[src/rtl/traffic_light_ctrl.sv]
// Phase controller for a two-road intersection with pedestrian crossing and night flash.
// Counts timebase ticks per phase and drives registered lamp outputs for both roads.
module traffic_light_ctrl #(
    parameter logic [3:0] TICK_MAX = 4'd9,
    parameter logic [7:0] INIT_T   = 8'd2,
    parameter logic [7:0] G_T      = 8'd6,
    parameter logic [7:0] Y_T      = 8'd2,
    parameter logic [7:0] AR_T     = 8'd1,
    parameter logic [7:0] PED_T    = 8'd4
) (
    input  logic       clk,
    input  logic       resetN,
    input  logic       tick,
    output logic       timer_ready,
    output logic [3:0] tick_max,
    input  logic       ped_req,
    input  logic       night_mode,
    output logic [2:0] ns_light,
    output logic [2:0] ew_light,
    output logic       ped_walk,
    output logic [3:0] phase
);

    typedef enum logic [3:0] {
        S_INIT  = 4'd0,
        S_NS_G  = 4'd1,
        S_NS_Y  = 4'd2,
        S_AR1   = 4'd3,
        S_EW_G  = 4'd4,
        S_EW_Y  = 4'd5,
        S_AR2   = 4'd6,
        S_PED   = 4'd7,
        S_FLASH = 4'd8
    } state_t;

    state_t     state_q, state_d;
    state_t     timed_next_s;
    logic [7:0] dur_s;
    logic       valid_s;
    logic [7:0] tick_cnt_q, tick_cnt_d;
    logic       ped_pending_q, ped_pending_d;
    logic       flash_on_q, flash_on_d;
    logic       ped_entry_s;

    // Last tick_cnt value of a phase; a zero duration behaves like one tick.
    function automatic logic [7:0] last_cnt(input logic [7:0] dur);
        if (dur == 8'd0) begin
            return 8'd0;
        end else begin
            return dur - 8'd1;
        end
    endfunction

    // Lamp pattern {ns, ew, walk} for a given state.
    function automatic logic [6:0] lamps(input state_t s, input logic f);
        case (s)
            S_NS_G:  return {3'b001, 3'b100, 1'b0};
            S_NS_Y:  return {3'b010, 3'b100, 1'b0};
            S_EW_G:  return {3'b100, 3'b001, 1'b0};
            S_EW_Y:  return {3'b100, 3'b010, 1'b0};
            S_PED:   return {3'b100, 3'b100, 1'b1};
            S_FLASH: return {1'b0, f, 1'b0, 1'b0, f, 1'b0, 1'b0};
            default: return {3'b100, 3'b100, 1'b0};
        endcase
    endfunction

    // Duration and successor of the current timed phase.
    always_comb begin
        dur_s        = 8'd1;
        timed_next_s = S_INIT;
        valid_s      = 1'b1;
        case (state_q)
            S_INIT:  begin dur_s = INIT_T; timed_next_s = S_NS_G; end
            S_NS_G:  begin dur_s = G_T;    timed_next_s = S_NS_Y; end
            S_NS_Y:  begin dur_s = Y_T;    timed_next_s = S_AR1;  end
            S_AR1:   begin dur_s = AR_T;   timed_next_s = night_mode ? S_FLASH : S_EW_G; end
            S_EW_G:  begin dur_s = G_T;    timed_next_s = S_EW_Y; end
            S_EW_Y:  begin dur_s = Y_T;    timed_next_s = S_AR2;  end
            S_AR2: begin
                dur_s = AR_T;
                // Night mode outranks a waiting pedestrian.
                if (night_mode) begin
                    timed_next_s = S_FLASH;
                end else if (ped_pending_q) begin
                    timed_next_s = S_PED;
                end else begin
                    timed_next_s = S_NS_G;
                end
            end
            S_PED:   begin dur_s = PED_T;  timed_next_s = S_NS_G; end
            S_FLASH: begin dur_s = 8'd1;   timed_next_s = S_FLASH; end
            default: begin dur_s = 8'd1;   timed_next_s = S_INIT; valid_s = 1'b0; end
        endcase
    end

    // Next state, tick counter, flash phase and pedestrian latch.
    always_comb begin
        state_d    = state_q;
        tick_cnt_d = tick_cnt_q;
        flash_on_d = flash_on_q;
        if (!valid_s) begin
            state_d    = S_INIT;
            tick_cnt_d = 8'd0;
            flash_on_d = 1'b0;
        end else if (state_q == S_FLASH) begin
            if (tick && night_mode) begin
                flash_on_d = ~flash_on_q;
            end else if (tick) begin
                state_d    = S_INIT;
                tick_cnt_d = 8'd0;
                flash_on_d = 1'b0;
            end else begin
                flash_on_d = flash_on_q;
            end
        end else if (tick) begin
            if (tick_cnt_q == last_cnt(dur_s)) begin
                state_d    = timed_next_s;
                tick_cnt_d = 8'd0;
            end else begin
                tick_cnt_d = tick_cnt_q + 8'd1;
            end
        end else begin
            tick_cnt_d = tick_cnt_q;
        end
        ped_entry_s   = (state_d == S_PED) && (state_q != S_PED);
        ped_pending_d = ped_req | (ped_pending_q & ~ped_entry_s);
    end

    // State register and registered lamp outputs, updated on the same edge.
    always_ff @(posedge clk or posedge resetN) begin
        if (resetN) begin
            state_q       <= S_INIT;
            tick_cnt_q    <= 8'd0;
            ped_pending_q <= 1'b0;
            flash_on_q    <= 1'b0;
            timer_ready   <= 1'b0;
            ns_light      <= 3'b100;
            ew_light      <= 3'b100;
            ped_walk      <= 1'b0;
        end else begin
            state_q       <= state_d;
            tick_cnt_q    <= tick_cnt_d;
            ped_pending_q <= ped_pending_d;
            flash_on_q    <= flash_on_d;
            timer_ready   <= 1'b1;
            {ns_light, ew_light, ped_walk} <= lamps(state_d, flash_on_d);
        end
    end

    assign phase    = state_q;
    assign tick_max = TICK_MAX;

endmodule

[config.mk]
export PLATFORM = sky130hd
export DESIGN_NAME = traffic_light_ctrl
export DESIGN_NICKNAME = d
export VERILOG_FILES = /design/src/rtl/traffic_light_ctrl.sv
export SDC_FILE = /design/constraint.sdc
export NUM_CORES = 1
export LEC_CHECK = 0
export CAP_MARGIN = 20
export CELL_PAD_IN_SITES_DETAIL_PLACEMENT = 0
export CELL_PAD_IN_SITES_GLOBAL_PLACEMENT = 1
export CORE_MARGIN = 2
export CORE_UTILIZATION = 42
export CTS_BUF_LIST = sky130_fd_sc_hd__clkbuf_4 sky130_fd_sc_hd__clkbuf_8
export DETAILED_ROUTE_END_ITERATION = 8
export PLACE_DENSITY = 0.85
export SYNTH_ARGS = -nofsm -noshare
export SYNTH_HDL_FRONTEND = slang
export SYNTH_SLANG_ARGS = --single-unit
[constraint.sdc]
create_clock -name clk -period 3.05 [get_ports clk]
set_input_delay 0.4575 -clock clk [delete_from_list [all_inputs] [get_ports clk]]
set_output_delay 0.4575 -clock clk [all_outputs]
set_load 0.03 [all_outputs]
==> metrics, run 1 <==
outcome=completed; Final #Nets=173; area leader, netlist=dfrtp_1; most frequent cells in the layout=dfrtp_1 (19), clkdlybuf4s50_1 (16), nand2_1 (11), o21ai_0 (11), nor2_1 (9); Startpoint Class=flop; die footprint=0.003626 mm²; DRT Pass-1 Iters=4; CTS Buffer Depth=2; H-tree levels=1; Std-Cell Rows=20; PwrDens=1004 mW/mm²; Reg power frac=0.291; post-cts gate resize count=0; critical path's top delay family=compound AO/OA/AOI/OAI gates; Leak=0.6807 nW; fraction of registers with async set/reset=1.000; vias in the first global route=1120; DRC viols=0; skew final=3.822 ps; Placed Instances=204; Total Wirelength=2947 µm; initial core utilization=0.4384; num ports=21; net switching share of the total power=0.4578; first-pass GRT wire length=5078 µm; Critical Path Slowest Stage Cell=dfrtp_2; Setup Buffers After CTS=0; Slew Limit Fails=0; CTS Buf Count=3; Yosys reg bits=22; Root Driver=clkbuf_4; Mapped Area=0.001328 mm²; Wirelength per Cell=14.17 µm; drt first-iter violations=49; EDFF count, synth=0; Die Ht=60.22 µm; CTS Sinks=22; Crit path largest cell delay=500 ps; Worst Hold Depth=1; Setup TNS=0 ps; Mapped Cells=142; CP cell instances=inv_1 -> nand2_1 -> o21ai_0 -> nand2b_1 -> ha_1 -> nor3b_1 -> o21ai_1 -> o22a_2 -> nor2_4 -> mux2i_4 -> inv_2 -> o41ai_1; Crit Path Category=flop to flop; FF-to-FF path depth=12; Worst EP arrival=3050 ps; dpl hpwl=2212 µm; clk slew on worst S/H paths=120 ps; commonest register cell after synthesis=dfrtp_1; Port-buffer cells=16; Synth Warn #=0; Clk Latency, worst-skew pair=330 ps; Seq. cell area=554.3 µm²; share of cells above drive strength 1=0.1707; Final Wtd Congestion=0.8798; initial antenna violation count=0; Tcrit/Tclk final=0.9281; CP Capture Type=flop; Worst slew margin=0.4327; total track usage=0.1878; Slew @ Worst Pin=850.0 ps; P_sw=746.3 µW; Critical path buffers and inverters=2; WP data required=3270 ps; commonest non-fill, non-tap cell in the layout=dfrtp_1; largest net degree at the start of global routing=23; max cap viols=0; Core ar.=0.003028 mm²; Hold Path Class=flop to flop; Max VDD drop=0.0005505 V; top post-synthesis cells by area=dfrtp_1 (38%), o21ai_0 (4.1%), dfstp_2 (4.0%), nand2_1 (3.1%), ha_1 (2.8%); combinational share of power=0.606; Max Clk Rate=0.3533 GHz; cts hold-fix bufs=0; setup violation total in the final timing report=0; RSZ-0062 raised after global routing=false; CTS tree=yes; clock share of power=0.103; grt total ovfl=0; Tmin final=2831 ps; Avg Synthesized Cell Area=9.349 µm²; Syn-to-layout area delta=22.34%; Synth cell types=49; post-synthesis sequential area ratio=0.4166; ant diodes=0; CP Depth=12; internal power=883.9 µW; vias after detailed routing=1113; vias per inst=5.351; Post-DRT Antenna Nets=0; Fin. Hold Viols=0; CP Max Fanout=13; filler instances=274; die width=60.22 µm; area of the multi-input gates=739.5 µm²; Synth top area share=0.3770; fin cells=208
[synth_stat cells, types with 2 or more instances]
master,number
dfstp_2,2
o21a_1,2
inv_1,5
nand2_1,11
nor2_1,9
and3_1,2
a211oi_1,4
dfrtp_1,20
a21oi_1,5
inv_2,2
a22o_1,4
buf_4,4
nand3_1,7
conb_1,2
clkbuf_1,4
ha_1,3
nand2b_1,6
a31oi_1,2
nor3_1,3
xnor2_1,4
o21ai_0,11
o41ai_1,2
mux2i_1,2
[per-stage QoR]
stage | utilization | hold WS, ps | worst slack [ps] | power, mW | cell area, µm²
final | 0.5364 | 514.8 | 219.4 | 1.630 | 1624
after global routing | 0.5364 | 558.0 | 0.6788 | 1.749 | 1624
after CTS | 0.5277 | 515.5 | 42.44 | 1.598 | 1598
after detailed placement | 0.5157 | 499.5 | 121.0 | 1.428 | 1562
after global placement | 0.5157 | 498.6 | 241.8 | 1.415 | 1562
after floorplan | - | 445.2 | 38.92 | 1.126 | 1339
[state kept, by name, summed over array words and instances, names as in the netlist]
| name | count |
|---|---|
| ns_light | 3 |
| tick_cnt_q | 8 |
| ped_pending_q | 1 |
| timer_ready | 1 |
| ew_light | 3 |
| ped_walk | 1 |
| phase | 4 |
| flash_on_q | 1 |
[cell families after synthesis]
logic type / synth area share
xor gates and xnor gates: 0.03299
AOI/OAI and AO/OA: 0.2271
buffers and inverters: 0.05372
and+or+nand+nor: 0.2121
other: 0.005657
adders and majority gates: 0.02828
DFF: 0.4166
muxes: 0.02356
[power groups by stage]
stage                     logic [mW]  registers (mW)  clock network [mW]
after floorplan                0.575           0.551                   0
after global placement         0.938           0.476                   0
after detailed placement       0.951           0.477                   0
after CTS                      0.957           0.472               0.169
after global routing            1.08           0.486               0.179
final                          0.988           0.474               0.168
[area by class of cell]
| type | instances | share of cell area |
|---|---|---|
| Clock buffer | 4 | 0.02234 |
| Inverter | 7 | 0.01618 |
| Multi-Input combinational cell | 108 | 0.4553 |
| Sequential cell | 22 | 0.3413 |
| Tap cell | 44 | 0.03390 |
| Timing Repair Buffer | 23 | 0.1310 |
[final timing paths]
check	end	startpoint	slack, ps
worst max register to register	ns_light[1]	phase[1]	220
worst max-delay path	ns_light[1]	phase[1]	220
worst min register to register	flash_on_q	flash_on_q	510
min in group asynchronous	phase[3]	resetN	590
max in group asynchronous	phase[1]	resetN	1890
worst min-delay path	flash_on_q	flash_on_q	510
[worst reg2reg max path, cell delays in order, from the launching register on]
cell,delay [ps]
dfrtp_2,500
inv_1,120
nand2_1,90
o21ai_0,160
nand2b_1,90
ha_1,200
nor3b_1,170
o21ai_1,100
o22a_2,300
nor2_4,220
mux2i_4,290
inv_2,110
o41ai_1,360
[per-layer routing]
metal / wire length, µm / part of all wire / up-vias / global-route usage
met5: 0 / 0 / - / 0
met4: 36 / 0.012 / 0 / 0.06984
met3: 115 / 0.039 / 5 / 0.05195
met2: 1379 / 0.47 / 20 / 0.2888
met1: 1416 / 0.48 / 537 / 0.2507
li1: - / - / 551 / -
No activity file was read; power rests on OpenSTA's default activity.
==> run 2: changes to the inputs <==
--- a/config.mk
+++ b/config.mk
@@ -12,7 +12,7 @@
 export CORE_UTILIZATION = 42
 export CTS_BUF_LIST = sky130_fd_sc_hd__clkbuf_4 sky130_fd_sc_hd__clkbuf_8
 export DETAILED_ROUTE_END_ITERATION = 8
-export PLACE_DENSITY = 0.85
+export PLACE_DENSITY = 0.92
 export SYNTH_ARGS = -nofsm -noshare
 export SYNTH_HDL_FRONTEND = slang
 export SYNTH_SLANG_ARGS = --single-unit
==> run 2 against run 1 <==
  * Register-to-register slack improved by 30 ps
  * First-iteration DRC count rose by 76%
  * Routed wire length rose by 3.3%
  * Via count rose by 3.4%
  * Global-route usage rose by 0.33 points
  * Cell area fell by 1.4%
==> metrics, run 2 (same netlist as run 1, synthesis figures left out) <==
Crit Path Category=flop to flop; Placed Instances=203; CTS Buf Count=3; Slew Limit Fails=0; Fin. Hold Viols=0; ant diodes=0; Final #Nets=173; die width=60.22 µm; initial core utilization=0.4384; dpl hpwl=2188 µm; WP data required=3260 ps; grt total ovfl=0; Critical path buffers and inverters=3; CTS Sinks=22; drt first-iter violations=86; initial antenna violation count=0; Hold Path Class=flop to flop; critical path's top delay family=compound AO/OA/AOI/OAI gates; most frequent cells in the layout=dfrtp_1 (20), clkdlybuf4s50_1 (16), nand2_1 (11), o21ai_0 (11), nor2_1 (9); first-pass GRT wire length=5230 µm; pre-CTS setup slack=300.5 ps; Max Clk Rate=0.3573 GHz; Root Driver=clkbuf_4; CP Capture Type=flop; Largest register FFs=8; Leak=0.6804 nW; cts hold-fix bufs=0; max cap viols=0; Post-DRT Antenna Nets=0; share of cells above drive strength 1=0.1646; DRT Pass-1 Iters=4; outcome=completed; setup violation total in the final timing report=0; Worst EP arrival=3010 ps; Core ar.=0.003028 mm²; num ports=21; RSZ-0062 raised after global routing=false; Std-Cell Rows=20; worst setup margin=251.4 ps; Wirelength per Cell=14.63 µm; area of the multi-input gates=718.2 µm²; Placed Area=0.001554 mm²; Most flops, register=tick_cnt_q; Clk Latency, worst-skew pair=320 ps; DRC viols=0; largest net degree at the start of global routing=23; Total Wirelength=3044 µm; H-tree levels=1; vias in the first global route=1181; CP Max Fanout=8; Final Wtd Congestion=0.8076; Tcrit/Tclk final=0.9176; Crit path largest cell delay=460 ps; Critical Path Slowest Stage Cell=dfrtp_1; skew final=3.145 ps; Max VDD drop=0.0005150 V; commonest non-fill, non-tap cell in the layout=dfrtp_1; Syn-to-layout area delta=20.64%; CTS Buffer Depth=2; vias after detailed routing=1151; Die Ht=60.22 µm; total track usage=0.1910; vias per inst=5.534; PwrDens=998.4 mW/mm²; final instance area=0.001602 mm²; Tmin final=2799 ps; clk slew on worst S/H paths=120 ps; final hold slack=528.2 ps; fin cells=208; CTS tree=yes; Slew @ Worst Pin=830.3 ps; Setup TNS=0 ps; Worst slew margin=0.4459; Startpoint Class=flop; CP cell instances=buf_4 -> nand4b_1 -> inv_1 -> ha_1 -> nor3b_1 -> o21ai_1 -> o22a_2 -> nor2_2 -> mux2i_2 -> inv_2 -> o41ai_1; Port-buffer cells=16; die footprint=0.003626 mm²; Seq. cell area=553.0 µm²; filler instances=273
[run 2: cell counts in the layout (fill, tap and decap cells not counted)]
No cell type changed its count.
[run 2: layout make-up]
cell class,count,area share
Multi-Input combinational cell,108,0.4484
Sequential cell,22,0.3453
Timing Repair Buffer,23,0.1328
Tap cell,44,0.03437
Clock buffer,4,0.02266
Inverter,7,0.01641
[run 2: metrics by stage]
step | util | power, mW
after floorplan | - | 1.126
after global placement | 0.5132 | 1.396
after detailed placement | 0.5132 | 1.412
after CTS | 0.5252 | 1.591
after global routing | 0.5289 | 1.714
final | 0.5289 | 1.599
[run 2: worst paths after layout]
| path | depth (start not counted) | from | to | slack, ps |
|---|---|---|---|---|
| max | 11 | phase[0] | ns_light[1] | 250 |
| min | 1 | flash_on_q | flash_on_q | 530 |
| max reg2reg | 11 | phase[0] | ns_light[1] | 250 |
| min reg2reg | 1 | flash_on_q | flash_on_q | 530 |
| max in group asynchronous | 2 | resetN | tick_cnt_q[4] | 1950 |
| min in group asynchronous | 2 | resetN | flash_on_q | 590 |
[run 2: routing by layer]
layer	GRT usage	wire length, µm
met5	0	0
met4	0.07619	28
met3	0.04329	119
met2	0.3199	1540
met1	0.2359	1355
[run 2: timing repair]
item	4_1_cts	5_1_grt
hold endpoints to repair	0	0
setup endpoints to repair	0	1
gates resized for setup	0	1
buffers inserted	0	1
[run 2: worst reg2reg max path: stages (launching register included)]
cell      delay (ps)
dfrtp_1          460
buf_4            190
nand4b_1         170
inv_1            100
ha_1             220
nor3b_1          180
o21ai_1          110
o22a_2           290
nor2_2           180
mux2i_2          290
inv_2            110
o41ai_1          370
[run 2: power by group]
group | internal, mW | switching [mW]
Clock | 0.0731 | 0.0920
Sequential | 0.383 | 0.0817
Combinational | 0.409 | 0.560
